[config.mk]
export PLATFORM = sky130hd
export DESIGN_NAME = alu_arbiter
export DESIGN_NICKNAME = d
export VERILOG_FILES = /design/src/rtl/alu_arb_pkg.sv /design/src/rtl/alu.sv /design/src/rtl/alu_arbiter.sv
export SDC_FILE = /design/constraint.sdc
export NUM_CORES = 1
export LEC_CHECK = 0
export ABC_AREA = 1
export CELL_PAD_IN_SITES_DETAIL_PLACEMENT = 1
export CELL_PAD_IN_SITES_GLOBAL_PLACEMENT = 2
export CORE_UTILIZATION = 25
export CTS_BUF_LIST = sky130_fd_sc_hd__clkbuf_8
export CTS_CLUSTER_SIZE = 12
export DETAILED_ROUTE_END_ITERATION = 12
export GPL_ROUTABILITY_DRIVEN = 0
export PLACE_DENSITY = 0.83
export SYNTH_ARGS = -nofsm -noshare
export SYNTH_HDL_FRONTEND = slang
export SYNTH_SLANG_ARGS = --single-unit
[constraint.sdc]
create_clock -name clk -period 2.2 [get_ports clk]
set_clock_uncertainty 0.1 [all_clocks]
set_input_delay 0.44 -clock clk [delete_from_list [all_inputs] [get_ports clk]]
set_output_delay 0.44 -clock clk [all_outputs]
set_load 0.02 [all_outputs]
[src/rtl/alu_arb_pkg.sv]
// Shared types and constants for the two-requester ALU arbiter.
// Holds the FSM state encoding and the alu_control operation codes.
package alu_arb_pkg;

    localparam int DATA_W = 32;

    localparam logic [2:0] ALU_ADD = 3'b000;
    localparam logic [2:0] ALU_AND = 3'b010;
    localparam logic [2:0] ALU_OR  = 3'b011;

    typedef enum logic [1:0] {
        IDLE = 2'd0,
        EXEC = 2'd1,
        RESP = 2'd2
    } arb_state_t;

endpackage

[src/rtl/alu.sv]
// Combinational 32-bit ALU: add (wrapping), and, or; any other code gives 0.
// zero is set whenever the result is all zeros.
module alu
    import alu_arb_pkg::*;
#(
    parameter int DATA_WIDTH = DATA_W
) (
    input  logic [2:0]            alu_control,
    input  logic [DATA_WIDTH-1:0] src1,
    input  logic [DATA_WIDTH-1:0] src2,
    output logic [DATA_WIDTH-1:0] alu_result,
    output logic                  zero
);

    always_comb begin
        alu_result = '0;
        case (alu_control)
            ALU_ADD: alu_result = src1 + src2;
            ALU_AND: alu_result = src1 & src2;
            ALU_OR:  alu_result = src1 | src2;
            default: alu_result = '0;
        endcase
        zero = (alu_result == '0);
    end

endmodule

[src/rtl/alu_arbiter.sv]
// Shares a single alu between two requesters with round-robin arbitration.
// One operation in flight: IDLE (grant) -> EXEC (compute) -> RESP (hold result).
module alu_arbiter
    import alu_arb_pkg::*;
#(
    parameter int DATA_WIDTH = DATA_W
) (
    input  logic                       clk,
    input  logic                       rst,
    input  logic [1:0]                 req_valid,
    output logic [1:0]                 req_ready,
    input  logic [1:0][2:0]            req_op,
    input  logic [1:0][DATA_WIDTH-1:0] req_src1,
    input  logic [1:0][DATA_WIDTH-1:0] req_src2,
    output logic [1:0]                 rsp_valid,
    input  logic [1:0]                 rsp_ready,
    output logic [DATA_WIDTH-1:0]      rsp_result,
    output logic                       rsp_zero,
    output arb_state_t                 fsm_state
);

    // Handshakes: a transfer happens on a rising edge where valid and ready
    // are both high for the same requester. Requesters hold req_* stable until
    // accepted; the arbiter holds rsp_* stable until its owner raises rsp_ready.

    arb_state_t state, state_next;

    logic                  last_grant;
    logic                  grant;
    logic                  owner;
    logic                  accept;
    logic                  rsp_done;
    logic [2:0]            op_q;
    logic [DATA_WIDTH-1:0] src1_q;
    logic [DATA_WIDTH-1:0] src2_q;
    logic [DATA_WIDTH-1:0] result_q;
    logic                  zero_q;
    logic [DATA_WIDTH-1:0] alu_result;
    logic                  alu_zero;

    alu #(
        .DATA_WIDTH (DATA_WIDTH)
    ) u_alu (
        .alu_control (op_q),
        .src1        (src1_q),
        .src2        (src2_q),
        .alu_result  (alu_result),
        .zero        (alu_zero)
    );

    // On a tie the requester that did not win last time gets the grant.
    always_comb begin
        grant = 1'b0;
        if (req_valid == 2'b11) begin
            grant = ~last_grant;
        end else if (req_valid[1]) begin
            grant = 1'b1;
        end
    end

    always_ff @(posedge clk) begin
        if (rst) begin
            state <= IDLE;
        end else begin
            state <= state_next;
        end
    end

    always_comb begin
        state_next = state;
        case (state)
            IDLE:    if (accept)   state_next = EXEC;
            EXEC:                  state_next = RESP;
            RESP:    if (rsp_done) state_next = IDLE;
            default:               state_next = IDLE;
        endcase
    end

    always_comb begin
        req_ready  = '0;
        rsp_valid  = '0;
        rsp_result = '0;
        rsp_zero   = 1'b0;
        if (!rst) begin
            case (state)
                IDLE: begin
                    if (|req_valid) req_ready[grant] = 1'b1;
                end
                RESP: begin
                    rsp_valid[owner] = 1'b1;
                    rsp_result       = result_q;
                    rsp_zero         = zero_q;
                end
                default: ;
            endcase
        end
    end

    assign accept    = |(req_valid & req_ready);
    // rsp_valid only carries the owner bit, so non-owner rsp_ready drops out here.
    assign rsp_done  = |(rsp_valid & rsp_ready);
    assign fsm_state = state;

    always_ff @(posedge clk) begin
        if (rst) begin
            last_grant <= 1'b1;
            owner      <= 1'b0;
            op_q       <= '0;
            src1_q     <= '0;
            src2_q     <= '0;
            result_q   <= '0;
            zero_q     <= 1'b0;
        end else begin
            if (accept) begin
                last_grant <= grant;
                owner      <= grant;
                op_q       <= req_op[grant];
                src1_q     <= req_src1[grant];
                src2_q     <= req_src2[grant];
            end
            if (state == EXEC) begin
                result_q <= alu_result;
                zero_q   <= alu_zero;
            end
        end
    end

endmodule
==> results of run 1 <==
flip-flops by register name (all words and copies together), names as in the netlist:
name,count
src2_q,32
src1_q,32
owner,1
last_grant,1
result_q,32
fsm_state,2
zero_q,1
op_q,3
area by class of cell:
type                       count  share of cell area
clock inverter                 6            0.004945
multi-input combinational    934              0.4491
timing repair buffer         420              0.2636
clock buffer                  10            0.009890
inverter                     280             0.07777
sequential                   104              0.1549
tap                          442             0.03974
cells in the mapped netlist, drive strengths merged:
cell type and number:
a21oi 49, a221oi 1, a31oi 69, and2 2, buf 15, clkbuf 49, clkinv 4, dfxtp 104
fa 1, ha 64, inv 276, nand2 325, nand3 135, nand3b 5, nand4 10, nor2 116
nor3 4, nor4 1, o211ai 5, o21ai 112, o21bai 4, o22ai 25, o31ai 1, or2 4
xnor2 1
per-stage QoR:
step	cell area, µm²	setup TNS, ps	util	worst slack (ps)	hold WS [ps]
final	13920	-1384	0.4255	-329.1	415.5
after global routing	13920	-3661	0.4255	-488.1	431.4
after CTS	13220	-2706	0.4043	-250.2	412.2
after detailed placement	12070	-45460	0.3690	-523.5	395.9
after global placement	12070	-37960	0.3690	-456.9	360.5
after floorplan	8374	0	-	18.84	328.7
routing by layer:
layer	track usage	up-vias	routed length, µm
li1	-	5140	-
met4	0.03669	0	317
met5	0	-	0
met1	0.2948	4900	17790
met2	0.3404	217	17040
met3	0.02964	20	1319
report_power, final:
group	leakage, nW	total [W]	switching [W]	internal, W
Clock	0.108	0.00134	0.000776	0.000565
Combinational	5.68	0.00486	0.00256	0.00230
Sequential	0.876	0.00240	0.000198	0.00221
timing repair:
item,in CTS,in global routing
setup endpoints to repair,76,78
resized for setup,342,246
hold buffers,0,0
setup buffers,20,22
cloned,1,2
pin swaps,55,97
kinds of logic (layout without fill, tap and decap cells):
| family | count (synthesis) | count (layout) |
|---|---|---|
| AND/OR/NAND/NOR | 602 | 602 |
| buffers and inverters | 344 | 716 |
| AO/OA/AOI/OAI | 266 | 266 |
| XOR/XNOR | 1 | 1 |
| adder cells (fa/ha/maj) | 65 | 65 |
| flip-flops | 104 | 104 |
worst min-delay path by stage:
stage / endpoint
3_5_place_dp: zero_q$_SDFFE_PP0N_
4_1_cts: zero_q$_SDFFE_PP0N_
6_report: result_q[2]$_SDFFE_PP0N_
5_1_grt: zero_q$_SDFFE_PP0N_
2_1_floorplan: last_grant$_SDFFE_PP1P_
3_3_place_gp: last_grant$_SDFFE_PP1P_
worst reg2reg max path: stages, from the launching register on:
cell,delay (ps)
sky130_fd_sc_hd__dfxtp_2,370
sky130_fd_sc_hd__ha_4,140
sky130_fd_sc_hd__inv_2,50
sky130_fd_sc_hd__fa_2,390
sky130_fd_sc_hd__inv_2,90
sky130_fd_sc_hd__nand3_2,80
sky130_fd_sc_hd__nand3_2,90
sky130_fd_sc_hd__nand2_2,70
sky130_fd_sc_hd__nand2_4,80
sky130_fd_sc_hd__buf_6,110
sky130_fd_sc_hd__inv_2,40
sky130_fd_sc_hd__o21bai_4,140
sky130_fd_sc_hd__nand2_2,70
sky130_fd_sc_hd__nand2_2,90
sky130_fd_sc_hd__o21bai_4,90
sky130_fd_sc_hd__nor2_1,120
sky130_fd_sc_hd__nand3_1,100
sky130_fd_sc_hd__nor2_1,100
sky130_fd_sc_hd__nand2_1,70
sky130_fd_sc_hd__a21oi_2,100
==> results by stage, run 1 <==
Setup path:
- The kind of start point of the critical path is a register.
- STA classifies the critical path endpoint as a register.
- The maximum fanout along the worst path is 3.
- The buffer and inverter count on the worst path is 4.
- By startpoint and endpoint, the worst setup path is classified as reg2reg.
- The slack of the worst reg-to-reg path is -330 ps.
- The signal on the critical path passes through ha_4 -> inv_2 -> fa_2 -> inv_2 -> nand3_2 -> nand3_2 -> nand2_2 -> nand2_4 -> buf_6 -> inv_2 -> o21bai_4 -> nand2_2 -> nand2_2 -> o21bai_4 -> nor2_1 -> nand3_1 -> nor2_1 -> nand2_1 -> a21oi_2.
- The required time at the endpoint of the critical path is 2450 ps.
- The arrival time of data at the critical path endpoint is around 2800 ps.
- Among all stages on the critical path, the largest delay is contributed by sky130_fd_sc_hd__fa_2.
- In this run the number of cells on the critical path is 19.
- The number of cell instances on the worst register-to-register path is 19.
- The worst register-to-register path ends at zero_q$_SDFFE_PP0N_.
- On the critical path the largest part of the delay comes from simple AND/OR/NAND/NOR gates.
- The endpoint of the most critical setup path is zero_q$_SDFFE_PP0N_.
- The critical register-to-register path startpoint is src2_q[0]$_SDFFE_PP0P_.
- Tracing the worst setup path back leads to its startpoint at src2_q[0]$_SDFFE_PP0P_.
- On the worst path, the slowest cell contributes a delay of around 390 ps.

Floorplan:
- The die boundary height is approximately 180 µm.
- The area of the placeable core is 32700 µm².
- The initial cell density of the core is 0.2553.
- The floorplan step set the die width to roughly 180 µm.
- The area enclosed by the die boundary is between 30000 and 40000 µm².
- The count of pins on the block boundary is 179.
- The site row count is 66.

Global route:
- The total overflow left after global routing is 0.
- The maximum number of pins on one net before global-route repair is 75.
- The via count of the first global-routing pass was 10.54k.
- The number of antenna violations at the first check in global routing was 0.
- The global-route total usage across every layer is 0.2096.
- The first global-routing pass estimated approximately 56000 µm of wire.

Power:
- The worst IR drop on VDD is 0.0002839 V.
- Power spread over the standard cell area amounts to approximately 620 nW/µm².
- The leakage power figure is around 6.7 nW.
- The sum of internal, switching and leakage power is between 0.008 and 0.009 W.

STA:
- The total count of hold-check failures in the final report was 0.
- Setup violations remaining at the end of the flow were counted as 15.
- Setup repair after global routing could not meet its margin everywhere.
- The share of the cycle needed by the critical path after routing is 1.150.
- Counting I/O delays and the setup requirement, the final critical path takes 2529 ps.
- The worst path setup slack after routing is -329.1 ps.
- The remaining max-slew budget at the tightest pin is 0.5075.
- At the pin with the least slew margin, the transition time is around 740 ps.
- The final-report max-slew violation count is 0.
- The fmax is 395.4 MHz.

Synth:
- The top cell type by total area after synthesis is sky130_fd_sc_hd__dfxtp_1.
- Yosys attributes the largest share of cell area to sky130_fd_sc_hd__dfxtp_1, sky130_fd_sc_hd__nand2_1, sky130_fd_sc_hd__inv_1.
- The netlist uses 36 different library cells.
- The portion of synthesized cell area occupied by the leading cell type is 0.2494.
- After synthesis, the mean cell area works out to 6.041 µm².
- Of the post-synthesis cell area, the part taken by muxes is 0.
- By area, the combinational part of the netlist is dominated by simple AND/OR/NAND/NOR gates.
- The synthesized netlist net count is 1587.
- The post-synthesis xor/xnor area fraction is 0.001049.
- In this run, synthesis produced a sequential element count of roughly 100.
- The cell count after synthesis is about 1.4k.
- The compound-cell area share of the yosys netlist is 0.1783.
- Of the synthesized area, sequential elements account for 0.2494.
- The basic-gate share of the synthesized area counting and, or, nand and nor cells is 0.3159.
- The count of warnings emitted by yosys is 0.
- The adder-cell share of the synthesized area is 0.09831.
- After synthesis the cells add up to about 8300 µm².

Run status:
- The checks that failed: negative setup slack.
- The run finished, with violations left.

Clock network:
- The clock sink count is about 100.
- Buffers inserted during clock tree synthesis total 9.
- The later pin in the worst-skew pair is clocked with a latency of ~420 ps.
- The clock-pin slew of the registers on the worst-case setup and hold paths is ~100 ps.
- In this run the number of H-tree levels came out at 3.
- The cell chosen for the clock root is sky130_fd_sc_hd__clkbuf_8.
- TritonCTS built the clock tree.
- No sink is reached through more buffers than the 2 on the longest clock path.

Final layout:
- The most common cell after layout, fill and taps aside is sky130_fd_sc_hd__inv_1.
- In the layout the commonest cells are sky130_fd_sc_hd__inv_1, sky130_fd_sc_hd__nand2_1, sky130_fd_sc_hd__buf_4.
- From synthesis to final layout, the design area changed by 66.67%.
- The total inserted antenna cells is 0.
- The storage element area is about 2200 µm².
- The layout has ~4.1k filler cells.
- After the flow finishes, the layout carries non-filler instances totaling 2196.
- The combined area of the multi-input logic cells is between 6000 and 7000 µm².
- The share of post-route cells with drive strength above 1 is 0.3786.
- After the last flow step, the layout net total stands at around 2.0k.

Routing:
- The DRC violations left is 0.
- In this run, the number of DRC markers left after iteration 0 of detailed routing was between 400 and 500.
- The detailed router placed 10.28k vias in this run.
- The routed wire length is around 36000 µm.
- The count of TritonRoute iterations in the first routing pass is 5.
- The average wire length per cell after detail routing is between 15 and 20 µm.
- The detail route stage leaves a number of antenna-violating nets equal to 0.
- Using the TritonRoute via totals, the vias-per-cell ratio works out to 4.680.

Min path:
- The tightest min-delay check is of the reg2reg type.
- Along the worst hold path, the cell count comes to 2.
- The startpoint identified for the worst hold timing path is result_q[2]$_SDFFE_PP0N_.

Flow run:
- The tool flagged a number of max-cap violations equal to 0.

Place:
- The post-detailed-placement half-perimeter wirelength is 26820 µm.
- The count of buffers added on input and output ports is 178.
- In this run, placement finished with an instance count of between 2k and 2.5k.
(Power assumes the default switching activity.)
==> run 2, diff against run 1 <==
CTS_CLUSTER_SIZE = 8   (was 12)
==> results of run 2 <==
Same layout as run 1: the final DEF is identical, and so are final timing and power.
